### config.mk
export PLATFORM = sky130hd
export DESIGN_NAME = ifu_prefetch
export DESIGN_NICKNAME = d
export VERILOG_FILES = /design/src/rtl/ifu_prefetch_pkg.sv /design/src/rtl/ifu_fifo.sv /design/src/rtl/ifu_prefetch.sv
export SDC_FILE = /design/constraint.sdc
export NUM_CORES = 1
export LEC_CHECK = 0
export CORE_MARGIN = 2
export CORE_UTILIZATION = 58
export CTS_CLUSTER_SIZE = 25
export DETAILED_ROUTE_END_ITERATION = 16
export PLACE_DENSITY = 0.91
export SLEW_MARGIN = 20
export SYNTH_ARGS = -nofsm -noshare
export SYNTH_HDL_FRONTEND = slang
export SYNTH_HIERARCHICAL = 1
export SYNTH_SLANG_ARGS = --single-unit
### constraint.sdc
create_clock -name clk -period 16.7 [get_ports clk]
set_input_delay 2.505 -clock clk [delete_from_list [all_inputs] [get_ports clk]]
set_output_delay 2.505 -clock clk [all_outputs]
set_load 0.01 [all_outputs]
### src/rtl/ifu_prefetch_pkg.sv
// Shared bus widths, constants and FSM encodings for the instruction-fetch unit.
package ifu_prefetch_pkg;

    localparam int          SramBus     = 32;
    localparam int          SramAddrBus = 32;
    localparam logic [31:0] ZeroWord    = 32'h0000_0000;
    localparam logic [31:0] INST_NOP    = 32'h0000_0013;
    localparam logic        JumpEnable  = 1'b1;

    typedef enum logic [1:0] {
        IfuBoot  = 2'd0,
        IfuRun   = 2'd1,
        IfuDrain = 2'd2
    } ifu_state_e;

    function automatic logic [SramAddrBus-1:0] pc_next(input logic [SramAddrBus-1:0] pc);
        return pc + 32'd4;
    endfunction

endpackage

### src/rtl/ifu_fifo.sv
// Small synchronous FIFO with flush; storage registered, head read directly (no bypass).
module ifu_fifo #(
    parameter int WIDTH = 64,
    parameter int DEPTH = 2,
    parameter int CW    = $clog2(DEPTH) + 1
) (
    input  logic             i_clk,
    input  logic             i_rst_n,
    input  logic             i_flush,
    input  logic             i_push,
    input  logic [WIDTH-1:0] i_wdata,
    input  logic             i_pop,
    output logic [WIDTH-1:0] o_rdata,
    output logic             o_full,
    output logic             o_empty,
    output logic [CW-1:0]    o_count
);

    localparam int AW = $clog2(DEPTH);

    logic [WIDTH-1:0] r_mem [DEPTH];
    logic [AW-1:0]    r_wptr;
    logic [AW-1:0]    r_rptr;
    logic [CW-1:0]    r_count;
    logic             w_pop;
    logic             w_push;

    assign o_full  = (r_count == CW'(DEPTH));
    assign o_empty = (r_count == '0);
    assign o_count = r_count;
    assign o_rdata = r_mem[r_rptr];

    assign w_pop  = i_pop & ~o_empty & ~i_flush;
    assign w_push = i_push & ~i_flush & (~o_full | w_pop);

    always_ff @(posedge i_clk or negedge i_rst_n) begin
        if (!i_rst_n) begin
            r_wptr  <= '0;
            r_rptr  <= '0;
            r_count <= '0;
        end else if (i_flush) begin
            r_wptr  <= '0;
            r_rptr  <= '0;
            r_count <= '0;
        end else begin
            if (w_push) r_wptr <= r_wptr + 1'b1;
            if (w_pop)  r_rptr <= r_rptr + 1'b1;
            r_count <= r_count + CW'(w_push) - CW'(w_pop);
        end
    end

    // Payload storage carries no reset; validity is owned by the pointers.
    always_ff @(posedge i_clk) begin
        if (w_push) r_mem[r_wptr] <= i_wdata;
    end

endmodule

### src/rtl/ifu_prefetch.sv
// Instruction-fetch unit: owns the PC, issues credit-limited SRAM fetches, buffers responses.
// Optional IFU_MISALIGN_CHECK_EN adds misaligned_o and blocks fetch on unaligned jump targets.
module ifu_prefetch
    import ifu_prefetch_pkg::*;
#(
    parameter logic [SramAddrBus-1:0] RESET_PC = 32'h0000_0000,
    parameter int                     DEPTH    = 2
) (
    input  logic                   clk,
    input  logic                   rst,
    input  logic                   jump_flag_ex_i,
    input  logic [SramAddrBus-1:0] jump_addr_ex_i,
    input  logic                   hold_i,
    output logic                   ibus_req_o,
    output logic [SramAddrBus-1:0] ibus_addr_o,
    input  logic                   ibus_gnt_i,
    input  logic                   ibus_rvalid_i,
    input  logic [SramBus-1:0]     ibus_rdata_i,
    output logic [SramBus-1:0]     inst_o,
    output logic [SramAddrBus-1:0] inst_addr_o,
    output logic                   inst_valid_o
`ifdef IFU_MISALIGN_CHECK_EN
    ,
    output logic                   misaligned_o
`endif
);

    localparam int CW = $clog2(DEPTH) + 1;
    localparam int EW = SramAddrBus + SramBus;

    ifu_state_e             r_state;
    ifu_state_e             w_state_nxt;
    logic [SramAddrBus-1:0] r_pc;
    logic [SramAddrBus-1:0] r_resp_pc;
    logic [SramAddrBus-1:0] w_tgt;
    logic [CW-1:0]          r_out;
    logic [CW-1:0]          r_drop;
    logic [CW-1:0]          w_out_nxt;
    logic [CW-1:0]          w_drop_nxt;
    logic [CW-1:0]          w_count;
    logic [CW:0]            w_used;
    logic                   w_jump;
    logic                   w_pop;
    logic                   w_grant;
    logic                   w_rsp_ret;
    logic                   w_drop_rsp;
    logic                   w_push;
    logic                   w_full;
    logic                   w_empty;
    logic                   w_mis_block;
    logic [EW-1:0]          w_head;

    assign w_jump = (jump_flag_ex_i == JumpEnable);

`ifdef IFU_MISALIGN_CHECK_EN
    logic r_mis;

    assign w_tgt        = jump_addr_ex_i;
    assign w_mis_block  = r_mis;
    assign misaligned_o = r_mis;

    always_ff @(posedge clk or negedge rst) begin
        if (!rst)        r_mis <= 1'b0;
        else if (w_jump) r_mis <= (jump_addr_ex_i[1:0] != 2'b00);
    end
`else
    assign w_tgt       = jump_addr_ex_i & ~32'h3;
    assign w_mis_block = 1'b0;
`endif

    // Occupancy is taken after this cycle's pop so a full pipe still streams one word per cycle.
    assign w_pop      = inst_valid_o & ~hold_i & ~w_jump;
    assign w_used     = {1'b0, r_out} + {1'b0, w_count} - {{CW{1'b0}}, w_pop};
    assign ibus_req_o = (r_state != IfuBoot) & ~w_jump & ~w_mis_block
                      & (w_used < (CW+1)'(DEPTH));
    assign ibus_addr_o = r_pc;

    assign w_grant    = ibus_req_o & ibus_gnt_i;
    assign w_rsp_ret  = ibus_rvalid_i & (r_out != '0);
    assign w_drop_rsp = ibus_rvalid_i & (w_jump | (r_drop != '0));
    assign w_push     = ibus_rvalid_i & ~w_drop_rsp & (~w_full | w_pop);
    assign w_out_nxt  = r_out + CW'(w_grant) - CW'(w_rsp_ret);

    // On a jump everything still on the bus becomes discard-pending.
    always_comb begin
        w_drop_nxt = r_drop;
        if (w_jump)
            w_drop_nxt = w_out_nxt;
        else if (ibus_rvalid_i && (r_drop != '0))
            w_drop_nxt = r_drop - 1'b1;
    end

    always_comb begin
        w_state_nxt = r_state;
        case (r_state)
            IfuBoot:  w_state_nxt = IfuRun;
            IfuRun:   if (w_drop_nxt != '0) w_state_nxt = IfuDrain;
            IfuDrain: if (w_drop_nxt == '0) w_state_nxt = IfuRun;
            default:  w_state_nxt = IfuBoot;
        endcase
    end

    // r_resp_pc is the address of the next response that will be kept.
    always_ff @(posedge clk or negedge rst) begin
        if (!rst) begin
            r_state   <= IfuBoot;
            r_pc      <= RESET_PC;
            r_resp_pc <= RESET_PC;
            r_out     <= '0;
            r_drop    <= '0;
        end else begin
            r_state <= w_state_nxt;
            r_out   <= w_out_nxt;
            r_drop  <= w_drop_nxt;
            if (w_jump)
                r_pc <= w_tgt;
            else if (w_grant)
                r_pc <= pc_next(r_pc);
            if (w_jump)
                r_resp_pc <= w_tgt;
            else if (w_push)
                r_resp_pc <= pc_next(r_resp_pc);
        end
    end

    ifu_fifo #(
        .WIDTH (EW),
        .DEPTH (DEPTH),
        .CW    (CW)
    ) u_fifo (
        .i_clk   (clk),
        .i_rst_n (rst),
        .i_flush (w_jump),
        .i_push  (w_push),
        .i_wdata ({r_resp_pc, ibus_rdata_i}),
        .i_pop   (w_pop),
        .o_rdata (w_head),
        .o_full  (w_full),
        .o_empty (w_empty),
        .o_count (w_count)
    );

    assign inst_valid_o = ~w_empty;
    assign inst_o       = w_empty ? INST_NOP : w_head[SramBus-1:0];
    assign inst_addr_o  = w_empty ? ZeroWord : w_head[EW-1:SramBus];

endmodule

# Yosys cells after proc, flatten, opt, wreduce, memory -nomap -nowiden
# Memories as Yosys holds them, arrays and structs flattened.
# Cells that the tools add are included.
[totals]
mem_bits_rw = 128
n_memories = 1
reg_bits = 74
[op_classes]
muxes = 18
n_bitwise = 21
n_eq_ne = 5
magnitude_cmp = 1
addsub = 11
n_reduce_logical = 13
[memory_table]
columns = ["name", "depth", "width", "rd", "rd_clocked_by_memory_dff", "wr", "line_no", "source"]
rows = [
  ["u_fifo.r_mem", 2, 64, 1, 0, 1, "ifu_fifo.sv:21", "logic [WIDTH-1:0] r_mem [DEPTH];"],
]
[ops]
columns = ["op", "n"]
rows = [
  ["32-bit 2-to-1 mux", 6],
  ["32-bit by 3-bit adder with 32-bit output (second input constant)", 2],
  ["2-bit nonzero test", 8],
  ["1-bit bitwise AND", 13],
  ["2-bit 2-to-1 mux", 5],
  ["2-bit logical NOT", 3],
  ["1-bit 2-to-1 mux", 6],
  ["2-bit case mux with 3 select lines", 1],
  ["1-bit inverter", 5],
  ["2-bit by 1-bit adder with 2-bit output", 2],
  ["2-bit equality test (second input constant)", 2],
  ["2-bit != test (second input constant)", 2],
  ["2-bit by 1-bit subtractor with 2-bit output", 2],
  ["2-bit by 2-bit adder with 3-bit output", 1],
  ["3-bit by 2-bit less-than comparator with 1-bit output (second input constant)", 1],
  ["1-bit bitwise OR", 3],
  ["3-bit by 1-bit subtractor with 3-bit output", 1],
  ["1-bit adder (second input constant)", 2],
  ["2-bit by 1-bit equality test with 1-bit output (second input constant)", 1],
  ["2-bit AND reduction", 1],
  ["2-bit by 1-bit subtractor with 2-bit output (second input constant)", 1],
  ["1-bit logical AND", 1],
]

# Logic depth before layout (Yosys ltp)
[depth]
depth_word = 14
depth_mapped = 18
mapped_depth_nobuf = 15

# By module
# The synthesis kept the hierarchy.
[modules_own_cells]
columns = ["module", "n_inst", "cells_per_inst", "seq_area_each_um2", "area_per_inst_um2"]
rows = [
  ["ifu_fifo", 1, 225, 3943.8, 5084.9],
  ["ifu_prefetch", 1, 562, 1651.6, 4793.3],
]

# Worst setup path after synthesis
# Ideal clock, no wire load.
[synth_path]
path_kind = "in2reg"
start = "in jump_flag_ex_i"
end = "mem u_fifo.r_mem[0][0] (enable)"
path_slack_ns = 9.118
t_arrival_ns = 7.057
cell_stages = 6
required_ns = 16.175
setup_time_ns = 0.525
cell_sequence = "clkbuf_1 -> clkbuf_1 -> buf_1 -> nor3_1 -> nor3b_4 -> nor4_2"
[synth_between]
elab_cells_between_ends = 15
cone_classes = "mux: 2; bitwise: 13"
[synth_rtl]
columns = ["element", "line_no", "source"]
rows = [
  ["from (decl)", "ifu_prefetch.sv:11", "input logic jump_flag_ex_i,"],
  ["1-bit inverter *", "ifu_prefetch.sv:72", "assign w_pop = inst_valid_o & ~hold_i & ~w_jump;"],
  ["1-bit bitwise AND *", "ifu_prefetch.sv:72", ""],
  ["via w_pop", "ifu_prefetch.sv:43", "logic w_pop;"],
  ["1-bit bitwise OR or 1-bit bitwise AND (tied branches)", "ifu_prefetch.sv:81, ifu_fifo.sv:33", ""],
  ["1-bit bitwise AND, on equally long branches", "ifu_prefetch.sv:81, ifu_fifo.sv:33", ""],
  ["1-bit bitwise AND or 1-bit bitwise OR (tied branches)", "ifu_fifo.sv:34", "assign w_push = i_push & ~i_flush & (~o_full | w_pop);"],
  ["1-bit bitwise AND *", "ifu_fifo.sv:34", ""],
  ["1-bit 2-to-1 mux *", "ifu_fifo.sv:54", "if (w_push) r_mem[r_wptr] <= i_wdata;"],
  ["1-bit 2-to-1 mux (not written as such) *", "ifu_fifo.sv:54", ""],
  ["to (decl)", "ifu_fifo.sv:21", ""],
]
# Mark *: on every way through the listed nets, which the timed path passes. The rest lies on a longest branch.

# Worst setup path in the final report
[layout_path]
start = "in hold_i"
end = "out ibus_req_o"
[layout_between]
elab_chain_cells = 6
[layout_rtl]
columns = ["element", "line_no", "source"]
rows = [
  ["from (decl)", "ifu_prefetch.sv:13", "input logic hold_i,"],
  ["1-bit inverter", "ifu_prefetch.sv:72", ""],
  ["1-bit bitwise AND (2 in series)", "ifu_prefetch.sv:72", ""],
  ["via w_pop", "ifu_prefetch.sv:43", ""],
  ["3-bit by 1-bit subtractor with 3-bit output", "ifu_prefetch.sv:73", "assign w_used = {1'b0, r_out} + {1'b0, w_count} - {{CW{1'b0}}, w_pop};"],
  ["3-bit by 2-bit less-than comparator with 1-bit output", "ifu_prefetch.sv:75", "& (w_used < (CW+1)'(DEPTH));"],
  ["1-bit bitwise AND", "ifu_prefetch.sv:75", ""],
  ["to (decl)", "ifu_prefetch.sv:14", "output logic ibus_req_o,"],
]
# The timed path passes the listed nets, and every way through them passes these cells.

==> metrics.cfg <==
[floorplan]
start_util_pct = 59.4
design.core.area_um2 = 16600
rows = 47
dieWidth_um = 135
die_h_um = 135
pin_count = 168
dieArea_um2 = 18100

[route]
drt_iter0_markers = 554
ant_nets = 0
dr.pass1.iters = 5
drcViolationCount = 0
wire_per_inst_um = 19.1
drt_wl_total_mm = 22.3
via_per_inst = 6.13
num_vias = 7156

[worst_hold_path]
hold_path_class = reg -> reg

[timing]
fin_crit_ns = 8.29
max_freq_mhz = 121
relSlewSlack_pct = 23.1
finalSetupViolCount = 0
final.setup.tns_ns = 0
worst_slew_pin_slew_ns = 1.14
hold_viol = 0
clock_skew_ns = 0.0144
rsz0062_at_grt = no
finalMaxSlewViolations = 0
period_share_pct = 49.7

[logic_synthesis]
avgSynthCellArea_um2 = 12.6
synth_area_um2 = 9880
ys_warn_count = 6
ys_ff_latch = 198
synthTopCellsByArea = edfxtp_1, dfrtp_1, mux2_4, nor2b_1, mux2_2
ys_dominant_reg_cell = edfxtp_1
seq_area_frac_synth_pct = 56.6
syn-instance-count = 787
synth_top_area_cell = edfxtp_1
async_flop_share_pct = 35.4
synth_edf_count = 128
yosysTopAreaCellShare_pct = 38.9
yosysUniqueCellTypes = 68

[grt]
grt_util_all_layers_pct = 24.7
grt_overflow = 0
first_global_vias = 6903
busiest_layer = met2
gr-usage-met2_pct = 41.3
grt_max_degree = 77
use_met3_pct = 5.11
grtUsageMet1_pct = 32.0
grt_antenna_before_repair = 0
grt_pass1_wl_mm = 34.9

[worst_setup_path]
worstPathArrival_ns = 5.79
worst_path_max_delay_cell = xnor2_1
critPathLaunchType = input port
path_delay_family = buffers and inverters
cp-end-kind = output port
path_cells = clkdlybuf4s50_1 > nor3_1 > ha_1 > nand2b_1 > fa_1 > xnor2_1 > nor3_1 > clkdlybuf4s50_1
critPathKind = in -> out
critical_path_buf_inv_count = 2
cp_slowest_stage_delay_ns = 0.84
critPathRequiredTime_ns = 14.20
path_max_fanout = 12

[layout]
areaGrowthSynthToFinish_pct = 23.3
fillers = 1116
antennaDiodeCount = 0
final_nets = 1015
fin_util_pct = 73.2
instances_no_fill = 1168
drive_gt1_share_pct = 14.5

[place]
place_hpwl_mm = 14.6
gp_congestion = 0.887
io_buffers = 163
dp.cells = 1136

[clock_tree]
cts.sinks = 198
cts_tree = built
cts_buffers = 17
cts_resized = 0
cts_hold_buffers = 0
cts_buffer_depth = 2
clock_latency_ns = 0.44
htreeDepth = 4
path_clk_slew_ns = 0.07
cts_setup_buffers = 0
cts_root_buf = clkbuf_16

[run]
max_cap_viol_count = 0

[power]
ir_drop_v = 0.0000689
p_leak_nw = 4.33
power.density_nw_per_um2 = 103

[status]
outcome = complete, no violations

[stage by stage]
step / hold WS (ns) / total power, mW / area [um^2] / worst slack [ns]
after floorplan: 0.465 / 0.753 / 9900 / 9.12
after global placement: 0.485 / 0.839 / 11600 / 8.56
after detailed placement: 0.523 / 0.851 / 11600 / 8.55
after CTS: 0.539 / 1.26 / 12200 / 8.53
after global routing: 0.569 / 1.30 / 12200 / 8.20
final: 0.540 / 1.26 / 12200 / 8.41
[state kept, by name, indices dropped and copies added (netlist names), 2 cells and up]
name and flops:
u_fifo/r_mem 128, ibus_addr_o 30, r_resp_pc 30, r_drop 2
r_out 2, r_state 2, u_fifo/o_count 2
[where the power goes]
part	switching, mW	internal [mW]
clock	0.185	0.224
sequential	0.0438	0.564
combinational	0.123	0.116
total	0.352	0.904
[area by class of cell]
class / count / area, um^2 / area share, %
sequential: 198 / 5600 / 46.0
multi-input combinational: 532 / 3980 / 32.7
timing repair buffer: 170 / 1670 / 13.7
clock buffer: 17 / 425 / 3.49
tap: 220 / 275 / 2.26
clock inverter: 15 / 166 / 1.37
inverter: 16 / 60.1 / 0.493
[worst register-to-register path: stages, from the launching register on]
cell      delay [ns]
dfrtp_1         0.50
nor2_4          0.06
buf_4           0.33
nor3_1          0.56
ha_1            0.33
nand2b_1        0.15
fa_1            0.41
xnor2_1         0.84
nor2_1          0.36
nand2_1         0.16
ha_1            0.23
inv_1           0.06
ha_1            0.14
xnor3_1         0.17
nand2_1         0.08
a221oi_1        0.36
nor3b_1         0.09
[cells in the mapped netlist (5+ instances only)]
| cell type | n |
|---|---|
| o31ai_1 | 14 |
| nand3_1 | 25 |
| nor2b_1 | 65 |
| nor2_1 | 40 |
| or4_1 | 6 |
| xor2_1 | 9 |
| nand2b_1 | 12 |
| a31oi_1 | 12 |
| nor3_1 | 23 |
| nor4_1 | 25 |
| a211oi_1 | 25 |
| xnor2_1 | 9 |
| mux2_4 | 50 |
| or3_1 | 9 |
| o21ai_0 | 10 |
| or2_2 | 7 |
| inv_1 | 16 |
| and4_1 | 12 |
| nand2_1 | 47 |
| a21o_1 | 5 |
| dfrtp_1 | 70 |
| and3_1 | 9 |
| a211o_1 | 5 |
| clkbuf_1 | 27 |
| edfxtp_1 | 128 |
| ha_1 | 9 |
| nand4_1 | 16 |
| mux2_2 | 22 |
| buf_6 | 9 |
| and2_1 | 7 |
[path summary, 6_finish.rpt]
kind                                            end  depth (start not counted)  slack, ns              start
worst max-delay path                     ibus_req_o                          8       8.41             hold_i
worst max register to register           r_state[1]                         16      11.75  u_fifo/o_count[0]
min in group asynchronous           ibus_addr_o[29]                          2       2.26                rst
max in group asynchronous             u_fifo/r_rptr                          2      13.71                rst
worst min register to register  u_fifo/r_mem[0][45]                          0       0.54      r_resp_pc[13]
worst min-delay path            u_fifo/r_mem[0][45]                          0       0.54      r_resp_pc[13]
[placed cells by master (no fill, tap or decap), types with 4 or more instances in the layout]
| cell | instances |
|---|---|
| a21o_1 | 5 |
| a31oi_1 | 12 |
| a211oi_1 | 25 |
| edfxtp_1 | 128 |
| mux2_2 | 22 |
| xnor2_1 | 9 |
| o31a_1 | 4 |
| inv_6 | 6 |
| o21ai_0 | 10 |
| inv_1 | 15 |
| or3_1 | 9 |
| a21oi_1 | 4 |
| nand2b_1 | 12 |
| nand4_1 | 16 |
| nand2_1 | 47 |
| o31ai_1 | 14 |
| and3_1 | 9 |
| nor2_1 | 39 |
| a211o_1 | 5 |
| nor2b_1 | 65 |
| or2_2 | 7 |
| clkdlybuf4s50_1 | 161 |
| nor3_1 | 23 |
| nor4_1 | 24 |
| clkbuf_16 | 17 |
| buf_4 | 7 |
| and4_1 | 12 |
| conb_1 | 6 |
| and2_1 | 6 |
| xor2_1 | 9 |
| mux2_4 | 50 |
| dfrtp_1 | 69 |
| or4_1 | 6 |
| ha_1 | 9 |
| nand3_1 | 25 |
[layer usage]
layer | up-vias | part of all wire, %
met5 | - | 0
met4 | 0 | 2.5
met3 | 54 | 7.6
met2 | 350 | 49
met1 | 3492 | 41
li1 | 3260 | -
[cells by family (layout without fill, tap and decap cells)]
kind of cell               count (synthesis)  in the layout  synth area share [%]
and+or+nand+nor                          321            321                  18.6
DFF                                      198            198                  56.6
AOI/OAI and AO/OA                        103            103                  7.78
muxes                                     73             73                  10.2
buffers and inverters                     62            218                  3.56
xor gates and xnor gates                  19             19                  1.82
adders and majority gates                 10             10                  1.34
other                                      1              6                0.0380
No activity file was read; power rests on OpenSTA's default activity.
